`src/rtl/fp_add_seq_ctrl_if.sv`:
```
// Operand/result handshake bundle for the small-float adder sequencer.
interface fp_add_seq_ctrl_if #(
    parameter int unsigned DATA_W = 12
);
    logic              in_valid;
    logic              in_ready;
    logic [DATA_W-1:0] in_a;
    logic [DATA_W-1:0] in_b;
    logic              out_valid;
    logic              out_ready;
    logic [DATA_W-1:0] out_z;
    logic              out_ovf;
    logic              out_unf;

    modport master (
        output in_valid, in_a, in_b, out_ready,
        input  in_ready, out_valid, out_z, out_ovf, out_unf
    );

    modport slave (
        input  in_valid, in_a, in_b, out_ready,
        output in_ready, out_valid, out_z, out_ovf, out_unf
    );
endinterface

```
`src/rtl/fp_add_seq_ctrl.sv`:
```
// Multi-cycle sequencer for the 12-bit small-float adder:
// swap, exponent compare, alignment, add/sub, normalisation, exponent limits.
// Optional build macro FPADD_FAST_ALIGN_EN: alignment done in one barrel-shift cycle.
module fp_add_seq_ctrl #(
    parameter int unsigned EXP_W = 4,
    parameter int unsigned MAN_W = 7,
    parameter int unsigned BIAS  = 7
) (
    input  logic             clk,
    input  logic             reset_n,
    fp_add_seq_ctrl_if.slave bus,
    output logic             busy
);

    localparam int unsigned DATA_W  = 1 + EXP_W + MAN_W;
    localparam int unsigned SIG_W   = MAN_W + 1;
    localparam int unsigned SUM_W   = MAN_W + 2;
    localparam int unsigned D_MAX   = MAN_W + 2;
    localparam int unsigned D_W     = $clog2(D_MAX + 1);
    localparam int unsigned EXP_MAX = (1 << EXP_W) - 1;

    localparam logic [EXP_W-1:0] D_MAX_E  = EXP_W'(D_MAX);
    localparam logic [EXP_W:0]   EXP_TOP  = (EXP_W + 1)'(EXP_MAX);
    localparam logic [EXP_W:0]   EXP_ONE  = (EXP_W + 1)'(1);

    // Only the symmetric bias of the exponent field is supported.
    if (BIAS != (1 << (EXP_W - 1)) - 1) begin : g_bias_chk
        $error("fp_add_seq_ctrl: unsupported exponent bias");
    end

    typedef enum logic [2:0] {
        IDLE  = 3'd0,
        PREP  = 3'd1,
        ALIGN = 3'd2,
        ADD   = 3'd3,
        NORM  = 3'd4,
        DONE  = 3'd5
    } state_e;

    state_e              state_q, state_d;
    logic [DATA_W-1:0]   a_q, a_d, b_q, b_d;
    logic [SIG_W-1:0]    sig_l_q, sig_l_d, sig_s_q, sig_s_d;
    logic                sign_q, sign_d;
    logic                eff_sub_q, eff_sub_d;
    logic [EXP_W:0]      exp_q, exp_d;
    logic [D_W-1:0]      d_q, d_d;
    logic [SUM_W-1:0]    sum_q, sum_d;
    logic [DATA_W-1:0]   z_q, z_d;
    logic                ovf_q, ovf_d, unf_q, unf_d;
    logic                out_valid_q, out_valid_d;
    logic                in_ready_q, in_ready_d;
    logic                busy_q, busy_d;

    // Operand decode and magnitude ordering (used in PREP).
    logic                sa, sb;
    logic [EXP_W-1:0]    ea, eb, e_l, e_s, e_diff;
    logic [MAN_W-1:0]    fa, fb;
    logic [SIG_W-1:0]    sig_a, sig_b;
    logic                a_ge_b;
    logic [D_W-1:0]      d_prep;

    // Split operands, zero the significand of zero-exponent inputs, pick L/S.
    always_comb begin
        sa     = a_q[DATA_W-1];
        sb     = b_q[DATA_W-1];
        ea     = a_q[DATA_W-2 -: EXP_W];
        eb     = b_q[DATA_W-2 -: EXP_W];
        fa     = a_q[MAN_W-1:0];
        fb     = b_q[MAN_W-1:0];
        sig_a  = (ea == '0) ? '0 : {1'b1, fa};
        sig_b  = (eb == '0) ? '0 : {1'b1, fb};
        a_ge_b = {ea, sig_a[MAN_W-1:0]} >= {eb, sig_b[MAN_W-1:0]};
        e_l    = a_ge_b ? ea : eb;
        e_s    = a_ge_b ? eb : ea;
        e_diff = e_l - e_s;
        d_prep = (e_diff > D_MAX_E) ? D_W'(D_MAX) : D_W'(e_diff);
    end

    // Next-state and datapath updates for the sequencer.
    always_comb begin
        state_d   = state_q;
        a_d       = a_q;
        b_d       = b_q;
        sig_l_d   = sig_l_q;
        sig_s_d   = sig_s_q;
        sign_d    = sign_q;
        eff_sub_d = eff_sub_q;
        exp_d     = exp_q;
        d_d       = d_q;
        sum_d     = sum_q;
        z_d       = z_q;
        ovf_d     = ovf_q;
        unf_d     = unf_q;

        case (state_q)
            IDLE: begin
                if (bus.in_valid) begin
                    a_d     = bus.in_a;
                    b_d     = bus.in_b;
                    ovf_d   = 1'b0;
                    unf_d   = 1'b0;
                    state_d = PREP;
                end
            end
            PREP: begin
                sig_l_d   = a_ge_b ? sig_a : sig_b;
                sig_s_d   = a_ge_b ? sig_b : sig_a;
                sign_d    = a_ge_b ? sa : sb;
                eff_sub_d = sa ^ sb;
                exp_d     = {1'b0, e_l};
                d_d       = d_prep;
                state_d   = (d_prep != '0) ? ALIGN : ADD;
            end
            ALIGN: begin
`ifdef FPADD_FAST_ALIGN_EN
                sig_s_d = sig_s_q >> d_q;
                d_d     = '0;
                state_d = ADD;
`else
                sig_s_d = sig_s_q >> 1;
                d_d     = d_q - D_W'(1);
                if (d_q == D_W'(1)) begin
                    state_d = ADD;
                end
`endif
            end
            ADD: begin
                sum_d   = eff_sub_q ? ({1'b0, sig_l_q} - {1'b0, sig_s_q})
                                    : ({1'b0, sig_l_q} + {1'b0, sig_s_q});
                state_d = NORM;
            end
            NORM: begin
                if (sum_q[SUM_W-1]) begin
                    if (exp_q >= EXP_TOP) begin
                        z_d     = {sign_q, {EXP_W{1'b1}}, {MAN_W{1'b1}}};
                        ovf_d   = 1'b1;
                        state_d = DONE;
                    end else begin
                        sum_d = sum_q >> 1;
                        exp_d = exp_q + EXP_ONE;
                    end
                end else if ((sum_q != '0) && !sum_q[SUM_W-2]) begin
                    if (exp_q <= EXP_ONE) begin
                        z_d     = '0;
                        unf_d   = 1'b1;
                        state_d = DONE;
                    end else begin
                        sum_d = sum_q << 1;
                        exp_d = exp_q - EXP_ONE;
                    end
                end else begin
                    z_d     = (sum_q == '0) ? '0
                                            : {sign_q, exp_q[EXP_W-1:0], sum_q[MAN_W-1:0]};
                    state_d = DONE;
                end
            end
            DONE: begin
                if (bus.out_ready) begin
                    state_d = IDLE;
                end
            end
            default: state_d = IDLE;
        endcase

        out_valid_d = (state_d == DONE);
        in_ready_d  = (state_d == IDLE);
        busy_d      = (state_d != IDLE);
    end

    // State and datapath registers with synchronous active-low reset.
    always_ff @(posedge clk) begin
        if (!reset_n) begin
            state_q     <= IDLE;
            a_q         <= '0;
            b_q         <= '0;
            sig_l_q     <= '0;
            sig_s_q     <= '0;
            sign_q      <= 1'b0;
            eff_sub_q   <= 1'b0;
            exp_q       <= '0;
            d_q         <= '0;
            sum_q       <= '0;
            z_q         <= '0;
            ovf_q       <= 1'b0;
            unf_q       <= 1'b0;
            out_valid_q <= 1'b0;
            in_ready_q  <= 1'b1;
            busy_q      <= 1'b0;
        end else begin
            state_q     <= state_d;
            a_q         <= a_d;
            b_q         <= b_d;
            sig_l_q     <= sig_l_d;
            sig_s_q     <= sig_s_d;
            sign_q      <= sign_d;
            eff_sub_q   <= eff_sub_d;
            exp_q       <= exp_d;
            d_q         <= d_d;
            sum_q       <= sum_d;
            z_q         <= z_d;
            ovf_q       <= ovf_d;
            unf_q       <= unf_d;
            out_valid_q <= out_valid_d;
            in_ready_q  <= in_ready_d;
            busy_q      <= busy_d;
        end
    end

    assign bus.in_ready  = in_ready_q;
    assign bus.out_valid = out_valid_q;
    assign bus.out_z     = z_q;
    assign bus.out_ovf   = ovf_q;
    assign bus.out_unf   = unf_q;
    assign busy          = busy_q;

endmodule

```
`src/flat_wrapper.sv`:
```
// flat-port wrapper written by rule: the top's interface ports become plain ports
module fp_add_seq_ctrl_flat 
#(
    parameter int unsigned EXP_W = 4,
    parameter int unsigned MAN_W = 7,
    parameter int unsigned BIAS  = 7
)
  (clk, reset_n, busy, bus_in_valid, bus_in_a, bus_in_b, bus_out_ready, bus_in_ready, bus_out_valid, bus_out_z, bus_out_ovf, bus_out_unf);
  fp_add_seq_ctrl_if bus_i ();
  input  logic clk;
  input  logic reset_n;
  output logic busy;
  input wire logic [$bits(bus_i.in_valid)-1:0] bus_in_valid;
  input wire logic [$bits(bus_i.in_a)-1:0] bus_in_a;
  input wire logic [$bits(bus_i.in_b)-1:0] bus_in_b;
  input wire logic [$bits(bus_i.out_ready)-1:0] bus_out_ready;
  output wire logic [$bits(bus_i.in_ready)-1:0] bus_in_ready;
  output wire logic [$bits(bus_i.out_valid)-1:0] bus_out_valid;
  output wire logic [$bits(bus_i.out_z)-1:0] bus_out_z;
  output wire logic [$bits(bus_i.out_ovf)-1:0] bus_out_ovf;
  output wire logic [$bits(bus_i.out_unf)-1:0] bus_out_unf;
  assign bus_i.in_valid = bus_in_valid;
  assign bus_i.in_a = bus_in_a;
  assign bus_i.in_b = bus_in_b;
  assign bus_i.out_ready = bus_out_ready;
  assign bus_in_ready = bus_i.in_ready;
  assign bus_out_valid = bus_i.out_valid;
  assign bus_out_z = bus_i.out_z;
  assign bus_out_ovf = bus_i.out_ovf;
  assign bus_out_unf = bus_i.out_unf;
  fp_add_seq_ctrl #(.EXP_W(EXP_W), .MAN_W(MAN_W), .BIAS(BIAS)) u_core (.clk(clk), .reset_n(reset_n), .bus(bus_i), .busy(busy));
endmodule
```
`config.mk`:
```
export PLATFORM = sky130hd
export DESIGN_NAME = fp_add_seq_ctrl_flat
export DESIGN_NICKNAME = d
export VERILOG_FILES = /design/src/rtl/fp_add_seq_ctrl_if.sv /design/src/rtl/fp_add_seq_ctrl.sv /design/src/flat_wrapper.sv
export SDC_FILE = /design/constraint.sdc
export NUM_CORES = 1
export LEC_CHECK = 0
export CAP_MARGIN = 30
export CORE_MARGIN = 3
export CORE_UTILIZATION = 35
export CTS_BUF_LIST = sky130_fd_sc_hd__clkbuf_4 sky130_fd_sc_hd__clkbuf_8
export DETAILED_ROUTE_END_ITERATION = 10
export MAX_ROUTING_LAYER = met4
export PLACE_DENSITY = 0.6
export SLEW_MARGIN = 20
export SYNTH_ARGS = -nofsm -noshare
export SYNTH_HDL_FRONTEND = slang
export SYNTH_SLANG_ARGS = --single-unit
export TNS_END_PERCENT = 20
```
`constraint.sdc`:
```
create_clock -name clk -period 6 [get_ports clk]
set_input_delay 1.2 -clock clk [delete_from_list [all_inputs] [get_ports clk]]
set_output_delay 1.2 -clock clk [all_outputs]
set_load 0.02 [all_outputs]
```
* Yosys cells after proc, flatten, opt, wreduce, memory -nomap -nowiden
Index checks and enable logic that the tools add are counted.
** Operators by class
- Bitwise operators :: 1
- Mux-type cells :: 43
- Equal/unequal tests :: 18
- Reduce and logical (&&, ||, !) cells :: 20
- Order comparisons :: 4
- $add $sub $neg :: 6
** Operators by type and width (number)
- 12-bit 2-to-1 mux :: 5
- 9-bit 2-to-1 mux :: 5
- 8-bit 2-to-1 mux :: 4
- 3-bit 2-to-1 mux :: 7
- 5-bit 2-to-1 mux :: 4
- 3-bit one-hot mux with 6 select lines :: 1
- 9-bit one-hot mux with 2 select lines :: 1
- 8-bit one-hot mux with 2 select lines :: 1
- 4-bit 2-to-1 mux :: 3
- 4-bit AND reduction :: 3
- 11-bit greater-or-equal comparator :: 1
- 5-bit one-hot mux with 2 select lines :: 1
- 8-bit by 8-bit adder with 9-bit output :: 1
- 3-bit == test, second input constant :: 3
- 9-bit zero test :: 1
- 9-bit nonzero test :: 1
- 8-bit by 8-bit subtractor with 9-bit output :: 1
- 4-bit zero test :: 2
- 1-bit 2-to-1 mux :: 8
- 2-bit by 1-bit != test with 1-bit output, second input constant :: 4
- 4-bit one-hot mux with 2 select lines :: 1
- 2-bit nonzero test :: 4
- 3-bit by 2-bit == test with 1-bit output, second input constant :: 2
- 3-bit zero test :: 2
- 22 further kinds :: 26
** Word-level totals
- Flip-flop bits (word level) :: 80

* Depth between registers and ports, before layout
- Word-level depth :: 11
- Mapped depth :: 17
- Gate-level depth less buffers :: 15

* Least setup slack after synthesis
OpenSTA, ideal clock, no wires.
- Kind :: register to register
- Start point :: reg u_core.a_q[7]
- End point :: reg u_core.state_q[0]
- Data required time :: 5.877 ns
- Setup time :: 0.123 ns
- Arrival time :: 3.726 ns
- Buffers on the path :: 3
- Cell stages (with the launch flop) :: 18
- Slack :: 2.151 ns
- Path through :: dfxtp_1 -> or4_1 -> clkbuf_1 -> nand2_1 -> inv_1 -> ha_1 -> nand2_1 -> o21ai_0 -> a21oi_1 -> nand2_1 -> buf_6 -> buf_6 -> mux2_2 -> ha_1 -> a2111oi_2 -> mux2_2 -> a311oi_2 -> nor2_1
** Between the ends
- Longest elaborated chain between the ends :: 10
- Elaborated cells on any way between the ends :: 11
- Classes of those cells :: add/sub: 1; order compare: 2; mux: 6; reduce/logical: 2
** RTL lines
- start, declared :: RTL line fp_add_seq_ctrl.sv:41 : logic [DATA_W-1:0] a_q, a_d, b_q, b_d;
- start signal, assigned :: RTL line fp_add_seq_ctrl.sv:174 : a_q <= '0;
- start signal, assigned :: RTL line fp_add_seq_ctrl.sv:191 : a_q <= a_d;
- 4-bit zero test :: RTL line fp_add_seq_ctrl.sv:70 : sig_a = (ea == '0) ? '0 : {1'b1, fa};
- 8-bit 2-to-1 mux :: RTL line fp_add_seq_ctrl.sv:70
- 11-bit greater-or-equal comparator :: RTL line fp_add_seq_ctrl.sv:72 : a_ge_b = {ea, sig_a[MAN_W-1:0]} >= {eb, sig_b[MAN_W-1:0]};
- 4-bit 2-to-1 mux, on equally long branches :: RTL line fp_add_seq_ctrl.sv:73, fp_add_seq_ctrl.sv:74
- 4-bit subtractor * :: RTL line fp_add_seq_ctrl.sv:75 : e_diff = e_l - e_s;
- 4-bit greater-than comparator :: RTL line fp_add_seq_ctrl.sv:76 : d_prep = (e_diff > D_MAX_E) ? D_W'(D_MAX) : D_W'(e_diff);
- 4-bit 2-to-1 mux * :: RTL line fp_add_seq_ctrl.sv:76
- 4-bit nonzero test * :: RTL line fp_add_seq_ctrl.sv:112 : state_d = (d_prep != '0) ? ALIGN : ADD;
- 1-bit 2-to-1 mux * :: RTL line fp_add_seq_ctrl.sv:112
- 3-bit one-hot mux with 6 select lines * :: RTL line fp_add_seq_ctrl.sv:95 : case (state_q)
- end signal, assigned :: RTL line fp_add_seq_ctrl.sv:190 : state_q <= state_d;
- end, declared :: RTL line fp_add_seq_ctrl.sv:40 : state_e state_q, state_d;
Mark *: on every way between the ends. The rest lies on a longest branch, timed or not.
A chain may end at the register's enable or synchronous reset.

* Worst setup path after layout
- Start point :: reg u_core.a_q[8]
- End point :: reg u_core.state_q[0]
Same word-level chain as after synthesis.

==> qor.txt <==
Status = finished, final reports clean
Setup TNS = 0 ns
Routability cong. = 0.854
Slew Limit Fails = 0
Crit start category = register
Htree depth = 3
Skew final = 0.00778 ns
Post-synth ARST share = 0
Worst Setup SP = u_core.a_q[8]
Hold-fix buffers, CTS = 0
Fin. Hold Viols = 0
Max_cap viols = 0
Setup Fix Bufs, Post-CTS = 0
Worst Path Arrival = 4.27 ns
Vias in the first global route = 3,978
Reg2reg end = u_core.state_q[0]
Final setup fails = 0
Critical path peak fanout = 10
Avg Cell Area, Syn = 8.08 sq um
RSZ-0062 raised after global routing = false
Worst r2r src = u_core.a_q[8]
Hpwl dp = 8010 um
Maximum VDD drop = 0.162 mV
Tot GR Track Use = 0.149
Synth Register Bits = 80
First-pass GRT wire length = 18,000 um
Row cnt = 42
Mapped Nets = 655
Pin count of the biggest net entering global routing = 82
Area of the die = 0.0153 sq mm
Initial Util = 0.361
Fin crit share = 0.671
Syn Inst Count = 599
Synth Area in Compound Gates = 0.233
Met1 GRT Util = 0.184
Crit path capture = u_core.state_q[0]
Iter 0 DRT Violations = 255
Inserted Clock Buffers = 9
Chip Height = 124 um
# diodes = 0
Worst-Skew Late Latency = 0.35 ns
Total Power = 2000 uW
Layout cells sized above 1 = 0.0690
Seq/Total Area, Yosys = 0.331
Met3 usage = 0.0313
Die Width = 124 um
ANT nets after route = 0
Routed WL = 10,800 um
Count of input and output buffers = 44
Met2 Resource Use GR = 0.251
CTS tree = built
Worst Tran Pin Value = 0.870 ns
Leak = 0.00216 uW
Fillers = 1,375
DRC Markers = 0
Peak Freq = 248 MHz
EDFF count, synth = 0
Slew HR = 0.420
Clk slew on worst S/H paths = 0.08 ns
Via-per-instance ratio = 5.18
Primary FF master, synth = dfxtp_1
Drt wl/cell = 13.5 um
Post-layout nets = 676
Longest Clk Path Bufs = 2
Hold Path Cell Cnt = 2
Reg2reg path depth = 14
Mapped Area = 0.00484 sq mm
Post-CTS Resized = 0
Post-synthesis cell type count = 59
Synth Area in XOR/XNOR = 0.0289
Worst setup path category = register to register
Multiplexer share of the synthesized area = 0.0390
Synth Warn # = 0
Ports = 45
Area added between synthesis and finish = 13.4%
Final min period = 4.03 ns
Critical Path RT = 6.24 ns
Worst Hold Class = register to register
CTS Sinks = 80
R2r setup slk = 1.97 ns
Largest family of logic cells by synthesized area = compound AO/OA/AOI/OAI gates
Grt total ovfl = 0
Root buf cell = clkbuf_8
Simple-gate share of the synthesized area = 0.232
Adder-cell share of the synthesized area = 0.0739
Core Footprint = 0.0134 sq mm
CP endpoint kind = register
GRT Max-Usage Layer = met2
TritonRoute pass-1 iters = 4
Pwr dens = 364 mW/mm^2
Total number of vias = 4,140
Antenna violations before repair = 0
[layer usage]
metal	part of all wire	wire length, um
met4	0.0081	88
met2	0.48	5150
met5	0	0
met1	0.47	5130
met3	0.041	443
[critical path, stage by stage (launching register included)]
cell       delay, ns
dfxtp_1         0.38
or4_1           0.70
nand2_1         0.17
inv_1           0.06
ha_1            0.29
nand2_1         0.04
o21ai_0         0.37
nand3_1         0.22
nand2_1         0.13
mux2_2          0.34
ha_1            0.19
a2111oi_2       0.25
mux2_2          0.41
a311oi_2        0.27
nor2_1          0.08
[worst min-delay path by stage]
stage	startpoint	to	slack, ns
2_1_floorplan	u_core.a_q[1]	u_core.a_q[1]	0.44
3_3_place_gp	u_core.b_q[3]	u_core.b_q[3]	0.46
3_5_place_dp	u_core.a_q[5]	u_core.a_q[5]	0.46
4_1_cts	u_core.a_q[5]	u_core.a_q[5]	0.47
5_1_grt	u_core.b_q[6]	u_core.b_q[6]	0.49
6_report	u_core.a_q[5]	u_core.a_q[5]	0.47
[layout by cell type, fill, tap and decap left out, drive strengths merged, types with 5 or more instances in the layout]
cell           count
nand2            105
dfxtp             80
nor2              48
clkdlybuf4s50     43
a21oi             40
a21boi            33
ha                27
inv               24
o21ai             16
nor2b             15
nor3              14
o211a             13
nor3b             13
a22oi             12
xnor2             11
nand3             11
mux2i             11
clkbuf            11
o211ai             9
nand2b             8
mux2               7
a221oi             7
and2               7
o21a               6
xor2               5
buf                5
[cell families (layout without fill, tap and decap cells)]
family          after synthesis  in the layout
compound gates              158            158
xor+xnor                     16             16
fa+ha+maj                    28             28
buf+inv                      62             86
flops                        80             80
mux                          18             18
simple gates                237            237
[registers in the layout, indices dropped and copies added, names as in the netlist]
signal                count
u_core.b_q               12
u_core.bus.out_valid      1
u_core.bus.out_z         12
u_core.bus.out_ovf        1
u_core.sum_q              9
u_core.exp_q              5
u_core.sig_l_q            8
u_core.sign_q             1
u_core.bus.out_unf        1
u_core.eff_sub_q          1
u_core.sig_s_q            8
u_core.d_q                4
u_core.a_q               12
u_core.state_q            3
u_core.busy               1
u_core.bus.in_ready       1
[report_power, final]
group          total [uW]  internal (uW)  switching [uW]
logic                 951            405             546
registers             699            613            85.8
clock network         346            161             185
[layout make-up]
type | count | area, sq um | share of cell area
clock buffers | 11 | 145 | 0.0264
clock inverters | 3 | 20.0 | 0.00365
inverters | 24 | 90.1 | 0.0164
multi-input cells | 457 | 2940 | 0.535
flip-flops and latches | 80 | 1600 | 0.292
well taps | 176 | 220 | 0.0401
repair buffers | 48 | 473 | 0.0862
[stage by stage]
step                      worst slack [ns]  hold WS, ns  cells   util  cell area [sq um]
after floorplan                       2.15        0.444    599      -               4840
final                                 1.97        0.471    799  0.410               5490
after detailed placement              2.02        0.463    784  0.396               5310
after global routing                  1.72        0.495    799  0.410               5490
after global placement                2.18        0.457    784  0.396               5310
after CTS                             1.99        0.475    798  0.408               5470
[synth_stat cells, drive strengths merged (5+ instances only)]
cell type	n	area share
a21boi	33	0.051
a21oi	40	0.041
a221oi	7	0.014
a22oi	12	0.019
and2	7	0.0096
buf	12	0.021
clkbuf	26	0.023
dfxtp	80	0.33
ha	27	0.070
inv	24	0.019
mux2	7	0.016
mux2i	11	0.023
nand2	105	0.081
nand2b	8	0.012
nand3	11	0.011
nor2	48	0.039
nor2b	15	0.019
nor3	14	0.017
nor3b	13	0.020
o211a	13	0.027
o211ai	9	0.014
o21a	6	0.0096
o21ai	16	0.017
xnor2	11	0.020
xor2	5	0.0090
No activity file was read; power rests on OpenSTA's default activity.
